**src/rtl/medidor_faixa_periodico.sv**
```systemverilog
// rtl/medidor_faixa_periodico.sv - periodic range meter with BCD window, dwell qualifier and ASCII report
//
// Purpose: periodically requests a packed-BCD measurement from the HC-SR04
// interface and registers it. The registered value is checked against an
// inclusive BCD window, the hit is qualified by a dwell counter, and a frame
// of DIGITS+2 ASCII characters is handed to a serial transmitter one at a time.
//
// Ports:
//   clock_i          system clock
//   reset_i          asynchronous active-high reset, clears all state
//   ligar_i          enable periodic operation
//   upperL_i         upper window limit, packed BCD, inclusive
//   lowerL_i         lower window limit, packed BCD, inclusive
//   medir_o          one-cycle measurement request
//   medida_i         packed-BCD result from the sensor interface
//   pronto_medida_i  one-cycle strobe, medida_i valid
//   tx_partida_o     one-cycle start to the serial transmitter
//   tx_dado_o        ASCII character, held while the character is in flight
//   tx_pronto_i      one-cycle strobe, character sent
//   dentro_o         registered measurement inside [lowerL_i, upperL_i]
//   acertou_o        dwell satisfied (level)
//   erro_timeout_o   last request timed out (sticky until next success)
//   db_medida_o      registered measurement
//   db_estado_o      FSM state code

module medidor_faixa_periodico #(
  parameter int         DIGITS         = 3,
  parameter int         PERIOD_CYCLES  = 12_500_000,
  parameter int         DWELL_CYCLES   = 150_000_000,
  parameter int         TIMEOUT_CYCLES = 1_500_000,
  parameter logic [6:0] TERM           = 7'h23
) (
  input  logic                  clock_i,
  input  logic                  reset_i,
  input  logic                  ligar_i,
  input  logic [4*DIGITS-1:0]   upperL_i,
  input  logic [4*DIGITS-1:0]   lowerL_i,
  output logic                  medir_o,
  input  logic [4*DIGITS-1:0]   medida_i,
  input  logic                  pronto_medida_i,
  output logic                  tx_partida_o,
  output logic [6:0]            tx_dado_o,
  input  logic                  tx_pronto_i,
  output logic                  dentro_o,
  output logic                  acertou_o,
  output logic                  erro_timeout_o,
  output logic [4*DIGITS-1:0]   db_medida_o,
  output logic [3:0]            db_estado_o
);

  localparam int W   = 4 * DIGITS;
  localparam int PW  = (PERIOD_CYCLES  > 1) ? $clog2(PERIOD_CYCLES)  : 1;
  localparam int DWW = (DWELL_CYCLES   > 1) ? $clog2(DWELL_CYCLES)   : 1;
  localparam int TW  = (TIMEOUT_CYCLES > 1) ? $clog2(TIMEOUT_CYCLES) : 1;
  localparam int IW  = $clog2(DIGITS + 2);

  localparam logic [PW-1:0]  PER_MAX  = PW'(PERIOD_CYCLES - 1);
  localparam logic [DWW-1:0] DW_MAX   = DWW'(DWELL_CYCLES - 1);
  localparam logic [TW-1:0]  TMO_MAX  = TW'(TIMEOUT_CYCLES - 1);
  localparam logic [IW-1:0]  IDX_STAT = IW'(DIGITS);
  localparam logic [IW-1:0]  IDX_LAST = IW'(DIGITS + 1);

  localparam logic [6:0] CH_ERRO   = 7'h45;  // 'E'
  localparam logic [6:0] CH_DENTRO = 7'h44;  // 'D'
  localparam logic [6:0] CH_FORA   = 7'h46;  // 'F'

  typedef enum logic [3:0] {
    INICIAL   = 4'd0,
    ESPERA    = 4'd1,
    MEDE      = 4'd2,
    AGUARDA   = 4'd3,
    REGISTRA  = 4'd4,
    TRANSMITE = 4'd5,
    ESPERA_TX = 4'd6,
    PROX_CHAR = 4'd7
  } estado_t;

  estado_t        state_q,  state_d;
  logic [W-1:0]   medida_q, medida_d;
  logic           erro_q,   erro_d;
  logic [TW-1:0]  tmo_q,    tmo_d;
  logic [PW-1:0]  per_q,    per_d;
  logic [DWW-1:0] dwell_q,  dwell_d;
  logic [IW-1:0]  idx_q,    idx_d;

  logic           dentro;
  logic [3:0]     digit;
  logic [6:0]     status_char;

  always_ff @(posedge clock_i or posedge reset_i) begin
    if (reset_i) begin
      state_q  <= INICIAL;
      medida_q <= '0;
      erro_q   <= 1'b0;
      tmo_q    <= '0;
      per_q    <= '0;
      dwell_q  <= '0;
      idx_q    <= '0;
    end else begin
      state_q  <= state_d;
      medida_q <= medida_d;
      erro_q   <= erro_d;
      tmo_q    <= tmo_d;
      per_q    <= per_d;
      dwell_q  <= dwell_d;
      idx_q    <= idx_d;
    end
  end

  // Control FSM. The period counter only runs in ESPERA and is zero elsewhere,
  // so every entry into ESPERA starts a fresh period.
  always_comb begin
    state_d      = state_q;
    medida_d     = medida_q;
    erro_d       = erro_q;
    tmo_d        = tmo_q;
    per_d        = '0;
    idx_d        = idx_q;
    medir_o      = 1'b0;
    tx_partida_o = 1'b0;

    case (state_q)
      INICIAL: begin
        tmo_d = '0;
        idx_d = '0;
        if (ligar_i) state_d = MEDE;
      end
      ESPERA: begin
        if (!ligar_i) begin
          state_d = INICIAL;
        end else if (per_q == PER_MAX) begin
          state_d = MEDE;
        end else begin
          per_d = per_q + 1'b1;
        end
      end
      MEDE: begin
        medir_o = 1'b1;
        tmo_d   = '0;
        state_d = AGUARDA;
      end
      AGUARDA: begin
        // A strobe arriving on the expiry cycle wins over the timeout.
        if (pronto_medida_i) begin
          medida_d = medida_i;
          erro_d   = 1'b0;
          state_d  = REGISTRA;
        end else if (tmo_q == TMO_MAX) begin
          erro_d  = 1'b1;
          state_d = REGISTRA;
        end else begin
          tmo_d = tmo_q + 1'b1;
        end
      end
      REGISTRA: begin
        idx_d   = '0;
        state_d = TRANSMITE;
      end
      TRANSMITE: begin
        tx_partida_o = 1'b1;
        state_d      = ESPERA_TX;
      end
      ESPERA_TX: begin
        if (tx_pronto_i) state_d = PROX_CHAR;
      end
      PROX_CHAR: begin
        // ligar is only sampled here, so a drop never truncates a frame.
        if (idx_q == IDX_LAST) begin
          state_d = ligar_i ? ESPERA : INICIAL;
        end else begin
          idx_d   = idx_q + 1'b1;
          state_d = TRANSMITE;
        end
      end
      default: state_d = INICIAL;
    endcase
  end

  // Packed BCD with valid digits orders the same as its unsigned binary value.
  assign dentro = (lowerL_i <= medida_q) && (medida_q <= upperL_i) && !erro_q;

  // Dwell counter saturates; any miss or disable restarts it from zero.
  always_comb begin
    dwell_d = '0;
    if (state_q != INICIAL && dentro && ligar_i) begin
      dwell_d = (dwell_q == DW_MAX) ? dwell_q : dwell_q + 1'b1;
    end
  end

  // Digit selected by the character index, most significant digit first.
  always_comb begin
    digit = 4'h0;
    for (int i = 0; i < DIGITS; i++) begin
      if (idx_q == IW'(i)) digit = medida_q[4*(DIGITS-1-i) +: 4];
    end
  end

  always_comb begin
    if (erro_q)      status_char = CH_ERRO;
    else if (dentro) status_char = CH_DENTRO;
    else             status_char = CH_FORA;
  end

  always_comb begin
    tx_dado_o = 7'h00;
    if (state_q == TRANSMITE || state_q == ESPERA_TX) begin
      if (idx_q < IDX_STAT)       tx_dado_o = {3'b011, digit};
      else if (idx_q == IDX_STAT) tx_dado_o = status_char;
      else                        tx_dado_o = TERM;
    end
  end

  assign dentro_o       = dentro;
  assign acertou_o      = (dwell_q == DW_MAX) && dentro && ligar_i;
  assign erro_timeout_o = erro_q;
  assign db_medida_o    = medida_q;
  assign db_estado_o    = state_q;

endmodule

```
**config.mk**
```make
export PLATFORM = sky130hd
export DESIGN_NAME = medidor_faixa_periodico
export DESIGN_NICKNAME = d
export VERILOG_FILES = /design/src/rtl/medidor_faixa_periodico.sv
export SDC_FILE = /design/constraint.sdc
export NUM_CORES = 1
export LEC_CHECK = 0
export BUFFER_PORTS_ARGS = -buffer_cell sky130_fd_sc_hd__buf_2
export CAP_MARGIN = 15
export CORE_ASPECT_RATIO = 0.75
export CORE_UTILIZATION = 41
export DETAILED_ROUTE_END_ITERATION = 10
export SLEW_MARGIN = 5
export SYNTH_ARGS = -nofsm -noshare
export SYNTH_HDL_FRONTEND = slang
export SYNTH_SLANG_ARGS = --single-unit
```
**constraint.sdc**
```tcl
create_clock -name clock_i -period 2.9 [get_ports clock_i]
set_input_delay 0.435 -clock clock_i [delete_from_list [all_inputs] [get_ports clock_i]]
set_output_delay 0.435 -clock clock_i [all_outputs]
set_load 0.05 [all_outputs]
```
==> results.yml, run 1 <==
outcome:
  outcome: "finished, final reports clean"
sta:
  max_freq_ghz: 0.363
  timing.clock.skew_ns: 0.00845
  fin_tns_setup_ns: 0
  final_min_period_over_clock_period_pct: 95.1
  rsz0062_at_grt: "false"
  normalized_max_slew_margin_pct: 51.0
  final-setup-viol-count: 0
  fin_hold_ws_ns: 0.186
  tightest_slew_ns: 0.735
  finalMaxSlewViolations: 0
  hold_violations: 0
  post-route-min-period_ns: 2.76
floorplan:
  die_area_mm2: 0.0136
  io_pins: 69
  row_count: 35
  floorplan.die.width_um: 134
  placeableCoreArea_mm2: 0.0125
  initial_utilization_pct: 43.0
  die_y_um: 101
global_route:
  grt_max_degree: 55
  gr-total-overflow: 0
  number_of_antenna_violations_at_the_first_check_in_global_routing: 0
  first_pass_grt_wire_length_um: 20500
  first_global_vias: 4147
  gr-usage-all-layers_pct: 19.1
clocking:
  postCtsSetupRepairBufs: 0
  inserted_clock_buffers: 9
  clk_pin_slew_worst_paths_ns: 0.07
  insertion_delay_ns: 0.35
  cts_hold_buf: 0
  cts.path.max_buffers: 2
  tritoncts: "built"
  clkSinkCount: 92
  htree_num_levels: 3
  cts-root-buf: "clkbuf_16"
synth:
  synth_area_mm2: 0.00538
  synth_seq_cells: 92
  async_reset_ff_share_pct: 100
  ys_seq_area_share_pct: 42.8
  synth-warning-count: 0
  synth_cells: 588
  syn_nets: 661
  postSynthAreaPerCell_um2: 9.15
  postSynth.topFlopCell: "dfrtp_1"
  synth_enable_flop_cells: 0
  synth.lib_cells_used.distinct: 52
power_and_ir_drop:
  vdd_drop_max_uv: 627
  total_power_mw: 5.01
  power.density_cell_area_mw_per_mm2: 802
  power.static_leakage_nw: 2.89
worst_hold_path:
  worstHoldPathType: "input pin to async pin"
job:
  cap_violations: 0
detailed_routing:
  postRouteWirelength_um: 12400
  num_vias: 4394
  first_pass_detailed_route_iteration_total: 4
  routed_wire_length_per_instance_um: 15.0
  vias_per_cell: 5.33
  postRouteAntennaNets: 0
  detail_route.drc_violations: 0
  drt-initial-drc-count: 317
layout:
  antennaDiodeCount: 0
  synthToLayoutAreaGrowth_pct: 15.9
  postLayoutCellArea_mm2: 0.00624
  number_of_nets_in_the_final_layout: 726
  layout-drive-gt1-share_pct: 17.6
worst_setup_path:
  worstPathCellList: "ha_1 -> nand2_1 -> o21ai_1 -> a41oi_1 -> o32ai_2 -> a21oi_1 -> nor3_2 -> buf_4"
  slowest_stage_cell_on_the_critical_path: "dfrtp_1"
  critical_path.max_stage_delay_ns: 0.45
  timing.setup.critical_path_class: "flip-flop to output pin"
  required_ns: 2.47
  cp_startpoint_kind: "flip-flop"
  worstPathArrival_ns: 2.32
  critical_path.endpoint_type: "output pin"
  worst-path-max-fanout: 5
placed_design:
  io_buffers: 67
  place_hpwl_um: 8880
  globalplace.congestion: 0.880
  postPlaceCellArea_mm2: 0.00593
worst paths after layout:
kind                            cells after the start        endpoint            start  slack, ns
max in group asynchronous                           3       per_q[19]          reset_i       2.00
min in group clock_i                                2  db_medida_o[3]      medida_i[3]       0.32
worst min register to register                      1        per_q[0]         per_q[0]       0.49
worst min-delay path                                2       tmo_q[13]          reset_i       0.19
worst max register to register                      8       tmo_q[10]         tmo_q[0]       0.46
worst max-delay path                                8    tx_dado_o[1]  db_medida_o[10]       0.14
flip-flops by register name, indices dropped and copies added, names as in the netlist:
register and flops:
dwell_q 28, per_q 24, tmo_q 21, db_medida_o 12, db_estado_o 3, idx_q 3
erro_timeout_o 1
cell families after synthesis:
kind of cell               Yosys count  synth area share, %
AOI/OAI and AO/OA                   73                 9.30
xor gates and xnor gates            61                 9.93
adders and majority gates           32                 7.44
buffers and inverters               56                 4.04
DFF                                 92                 42.8
muxes                               14                 2.91
other                                1               0.0697
and+or+nand+nor                    259                 23.5
per-layer routing:
metal  global-route usage [%]  wire [um]  vias to the layer above
li1                         -          -                     2174
met1                     27.4       6100                     2122
met2                     29.3       5490                       89
met3                     4.35        666                        9
met4                     4.58        104                        0
met5                        0          0                        -
worst max-delay path: cells and delay by family, from the launching register on:
kind | cells | cell delay, ns
simple gates | 2 | 0.25
flops | 1 | 0.45
buf+inv | 1 | 0.22
compound gates | 4 | 0.73
fa+ha+maj | 1 | 0.33
cells in the final DEF (no fill, tap or decap), drive strengths merged, types with 2 or more instances in the layout:
master	count
and3	26
a21oi	20
mux2	13
nand4b	2
clkbuf	9
inv	38
nand3	23
a22oi	2
o31ai	4
ha	32
nand4	20
nand2	48
o2111ai	3
nor2	96
and2	4
o21bai	5
clkinv	4
a32o	2
o211ai	9
or4	3
or3	3
buf	75
xor2	43
nor4b	3
a2111oi	2
xnor2	18
nor3	7
and4	8
dfrtp	92
nor4	10
a211oi	3
o21ai	14
a21o	2
a31oi	2
what timing repair did:
action / in CTS / in global routing
endpoints found under the setup margin: 1 / 3
gates resized for setup: 1 / 10
hold endpoints to repair: 0 / 0
pin swaps: 0 / 0
final cells by class:
cell class	instances	area, um2
Clock inverter	7	58.8
Clock buffer	9	225
Timing Repair Buffer	75	419
Multi-Input combinational cell	440	2890
Tap cell	166	208
Sequential cell	92	2300
Inverter	35	133
Fill cell	1219	6280
synth_stat cells, types with 4 or more instances:
master / number / area (um2)
o21bai_1: 5 / 37.5
nand2_1: 48 / 180
o211ai_1: 9 / 67.6
clkbuf_1: 16 / 60.1
xnor2_1: 18 / 158
xor2_1: 43 / 377
and3_1: 26 / 163
mux2_2: 13 / 146
o31ai_1: 4 / 30.0
nand4_1: 20 / 125
a21oi_1: 20 / 100
nor3_1: 7 / 35.0
o21ai_0: 8 / 40.0
and4_1: 7 / 61.3
ha_1: 32 / 400
dfrtp_1: 92 / 2300
o21ai_1: 6 / 30.0
and2_1: 4 / 25.0
nand3_1: 23 / 115
nor2_1: 96 / 360
nor4_1: 10 / 62.6
inv_1: 35 / 131
power breakdown:
group / switching (mW) / internal (mW) / total (mW) / leakage [nW]
registers: 0.247 / 1.44 / 1.68 / 1.25
logic: 1.50 / 0.675 / 2.17 / 1.49
clock network: 0.548 / 0.599 / 1.15 / 0.144
metrics by stage:
| stage | utilization, % | instances | setup slack [ns] |
|---|---|---|---|
| 2_1_floorplan | - | 588 | -0.0248 |
| 3_3_place_gp | 47.4 | 808 | 0.278 |
| 3_5_place_dp | 47.4 | 808 | 0.241 |
| 4_1_cts | 49.7 | 824 | 0.0301 |
| 5_1_grt | 49.8 | 824 | 0.00540 |
| 6_report | 49.8 | 824 | 0.142 |
No activity file was read; power rests on OpenSTA's default activity.
==> run 2, diff against run 1 <==
--- a/config.mk
+++ b/config.mk
@@ -8,9 +8,11 @@
 export BUFFER_PORTS_ARGS = -buffer_cell sky130_fd_sc_hd__buf_2
 export CAP_MARGIN = 15
 export CORE_ASPECT_RATIO = 0.75
-export CORE_UTILIZATION = 41
+export CORE_UTILIZATION = 50
 export DETAILED_ROUTE_END_ITERATION = 10
+export PLACE_DENSITY = 0.73
 export SLEW_MARGIN = 5
 export SYNTH_ARGS = -nofsm -noshare
 export SYNTH_HDL_FRONTEND = slang
 export SYNTH_SLANG_ARGS = --single-unit
+export TNS_END_PERCENT = 20
==> results.yml, run 2 (same netlist as run 1, synthesis figures left out) <==
worst_setup_path:
  path_common_cell: "nor3_1"
  cp_startpoint_kind: "flip-flop"
  reg2reg_depth: 8
  critical_path.endpoint_type: "output pin"
  worst-path-max-fanout: 5
  path_delay_family: "compound AO/OA/AOI/OAI gates"
  worstPathArrival_ns: 2.32
  worstPathBufferInverterCount: 1
  timing.setup.critical_path_class: "flip-flop to output pin"
  critical_path.max_stage_delay_ns: 0.47
  required_ns: 2.47
  critical_path_cell_count: 8
  slowest_stage_cell_on_the_critical_path: "dfrtp_2"
  worstPathCellList: "ha_4 -> nand4_1 -> a31oi_1 -> nor3_1 -> o32ai_2 -> a21oi_1 -> nor3_1 -> buf_4"
layout:
  layout-drive-gt1-share_pct: 18.8
  largestRegisters: "dwell_q: 28 flops, per_q: 24 flops, tmo_q: 21 flops"
  antennaDiodeCount: 0
  most-common-layout-cells: "95 x nor2_1, 85 x dfrtp_1, 64 x buf_2"
  largest_register: "dwell_q"
  number_of_nets_in_the_final_layout: 727
  layout_commonest_cell: "nor2_1"
  finish.cell_count_without_fillers: 795
  largest_reg_flops: 28
  synthToLayoutAreaGrowth_pct: 17.1
sta:
  normalized_max_slew_margin_pct: 54.3
  final_critical_path_setup_slack_ns: 0.141
  max_freq_ghz: 0.362
  timing.clock.skew_ns: 0.00490
  hold_violations: 0
  finalMaxSlewViolations: 0
  tightest_slew_ns: 0.676
  final_min_period_over_clock_period_pct: 95.1
  final-setup-viol-count: 0
  post-route-min-period_ns: 2.76
power_and_ir_drop:
  total_power_mw: 5.19
  share_seq_of_total_power_pct: 32.9
  cellInternalPower_mw: 2.94
  power.density_cell_area_mw_per_mm2: 824
  combPwrFrac_pct: 42.2
  power.net_switching_mw: 2.25
  vdd_drop_max_uv: 480
  power_switching_share_pct: 43.3
  share_of_power_burned_in_the_clock_network_pct: 24.9
  power.static_leakage_nw: 2.90
floorplan:
  die_area_mm2: 0.0112
  io_pins: 69
  row_count: 32
  floorplan.die.width_um: 122
  placeableCoreArea_mm2: 0.0104
  initial_utilization_pct: 51.9
  die_y_um: 91.9
detailed_routing:
  detail_route.drc_violations: 0
  postRouteAntennaNets: 0
  routed_wire_length_per_instance_um: 15.5
  postRouteWirelength_um: 12300
  vias_per_cell: 5.62
  drt-initial-drc-count: 314
  first_pass_detailed_route_iteration_total: 5
  num_vias: 4469
clocking:
  clk_pin_slew_worst_paths_ns: 0.06
  postCtsSetupRepairBufs: 0
  insertion_delay_ns: 0.35
  clkSinkCount: 92
  cts_hold_buf: 0
  cts.path.max_buffers: 2
  tritoncts: "built"
  cts-root-buf: "clkbuf_16"
  htree_num_levels: 3
  inserted_clock_buffers: 9
global_route:
  gr-usage-all-layers_pct: 23.5
  grt_max_degree: 51
  first_pass_grt_wire_length_um: 20500
  number_of_antenna_violations_at_the_first_check_in_global_routing: 0
  gr-total-overflow: 0
  first_global_vias: 4297
placed_design:
  globalplace.congestion: 0.830
  io_buffers: 67
  placement.setup.worst_slack_ns: 0.260
  cell_total_after_placement: 779
  place_hpwl_um: 8700
worst_hold_path:
  worstHoldPathType: "input pin to async pin"
outcome:
  outcome: "finished, final reports clean"
job:
  cap_violations: 0
run 2: changes by cell type in the layout (fill, tap and decap cells not counted), moves of 2 or more:
cell / previous run / this run
bufinv_16: 0 / 2
clkbuf_1: 0 / 2
clkbuf_8: 0 / 2
clkinv_2: 3 / 1
dfrtp_1: 90 / 85
dfrtp_2: 2 / 7
ha_1: 32 / 29
ha_4: 0 / 3
inv_6: 2 / 0
inv_8: 2 / 0
run 2: per-layer routing:
layer,wire length (um),vias up,GRT usage [%]
met4,206,0,7.82
li1,-,2177,-
met2,5750,122,37.1
met3,626,20,4.79
met5,0,-,0
met1,5710,2150,32.1
run 2: what timing repair did:
item                                    CTS  global route
gates cloned                              0             0
endpoints found under the setup margin    1             3
resized for setup                         2            20
pin swaps                                 0             2
run 2: worst paths after layout:
check	endpoint	slack (ns)	startpoint
worst max register to register	tmo_q[9]	0.43	tmo_q[0]
worst min-delay path	dwell_q[1]	0.06	reset_i
min in group clock_i	db_medida_o[9]	0.32	medida_i[9]
max in group asynchronous	db_medida_o[3]	2.21	reset_i
worst min register to register	per_q[0]	0.49	per_q[0]
worst max-delay path	tx_dado_o[1]	0.14	db_medida_o[7]
run 2: final cells by class:
class                   instances  area [um2]
well taps                     136         170
inverters                      35         133
repair buffers                 76         430
fillers                       912        4070
clock inverters                 3        68.8
multi-input cells             440        2930
clock buffers                  13         260
flip-flops and latches         92        2310
run 2: worst reg2reg max path, stage by stage (launching register included):
cell and delay, ns:
dfrtp_1 0.40, ha_1 0.24, and4_1 0.31, and4_4 0.21, a2111oi_4 0.39, o2111ai_2 0.23, buf_4 0.25, nor4_1 0.22
o21bai_1 0.15
run 2: per-stage QoR:
step | area, um2 | utilization [%] | hold slack (ns) | setup TNS (ns)
finish | 6300 | 60.8 | 0.0565 | 0
global route | 6300 | 60.8 | 0.101 | -0.00517
CTS | 6230 | 60.1 | 0.0667 | 0
floorplan | 5390 | - | 0.448 | -0.453
global placement | 5890 | 56.8 | 0.427 | 0
detailed placement | 5890 | 56.8 | 0.437 | 0
run 2: power by group through the flow:
stage / Sequential [mW] / Combinational [mW] / Clock (mW)
after floorplan: 1.95 / 1.29 / 0
after CTS: 1.68 / 2.13 / 1.32
final: 1.71 / 2.19 / 1.29
after global routing: 1.73 / 2.40 / 1.36
after detailed placement: 1.71 / 2.10 / 0
after global placement: 1.69 / 2.05 / 0
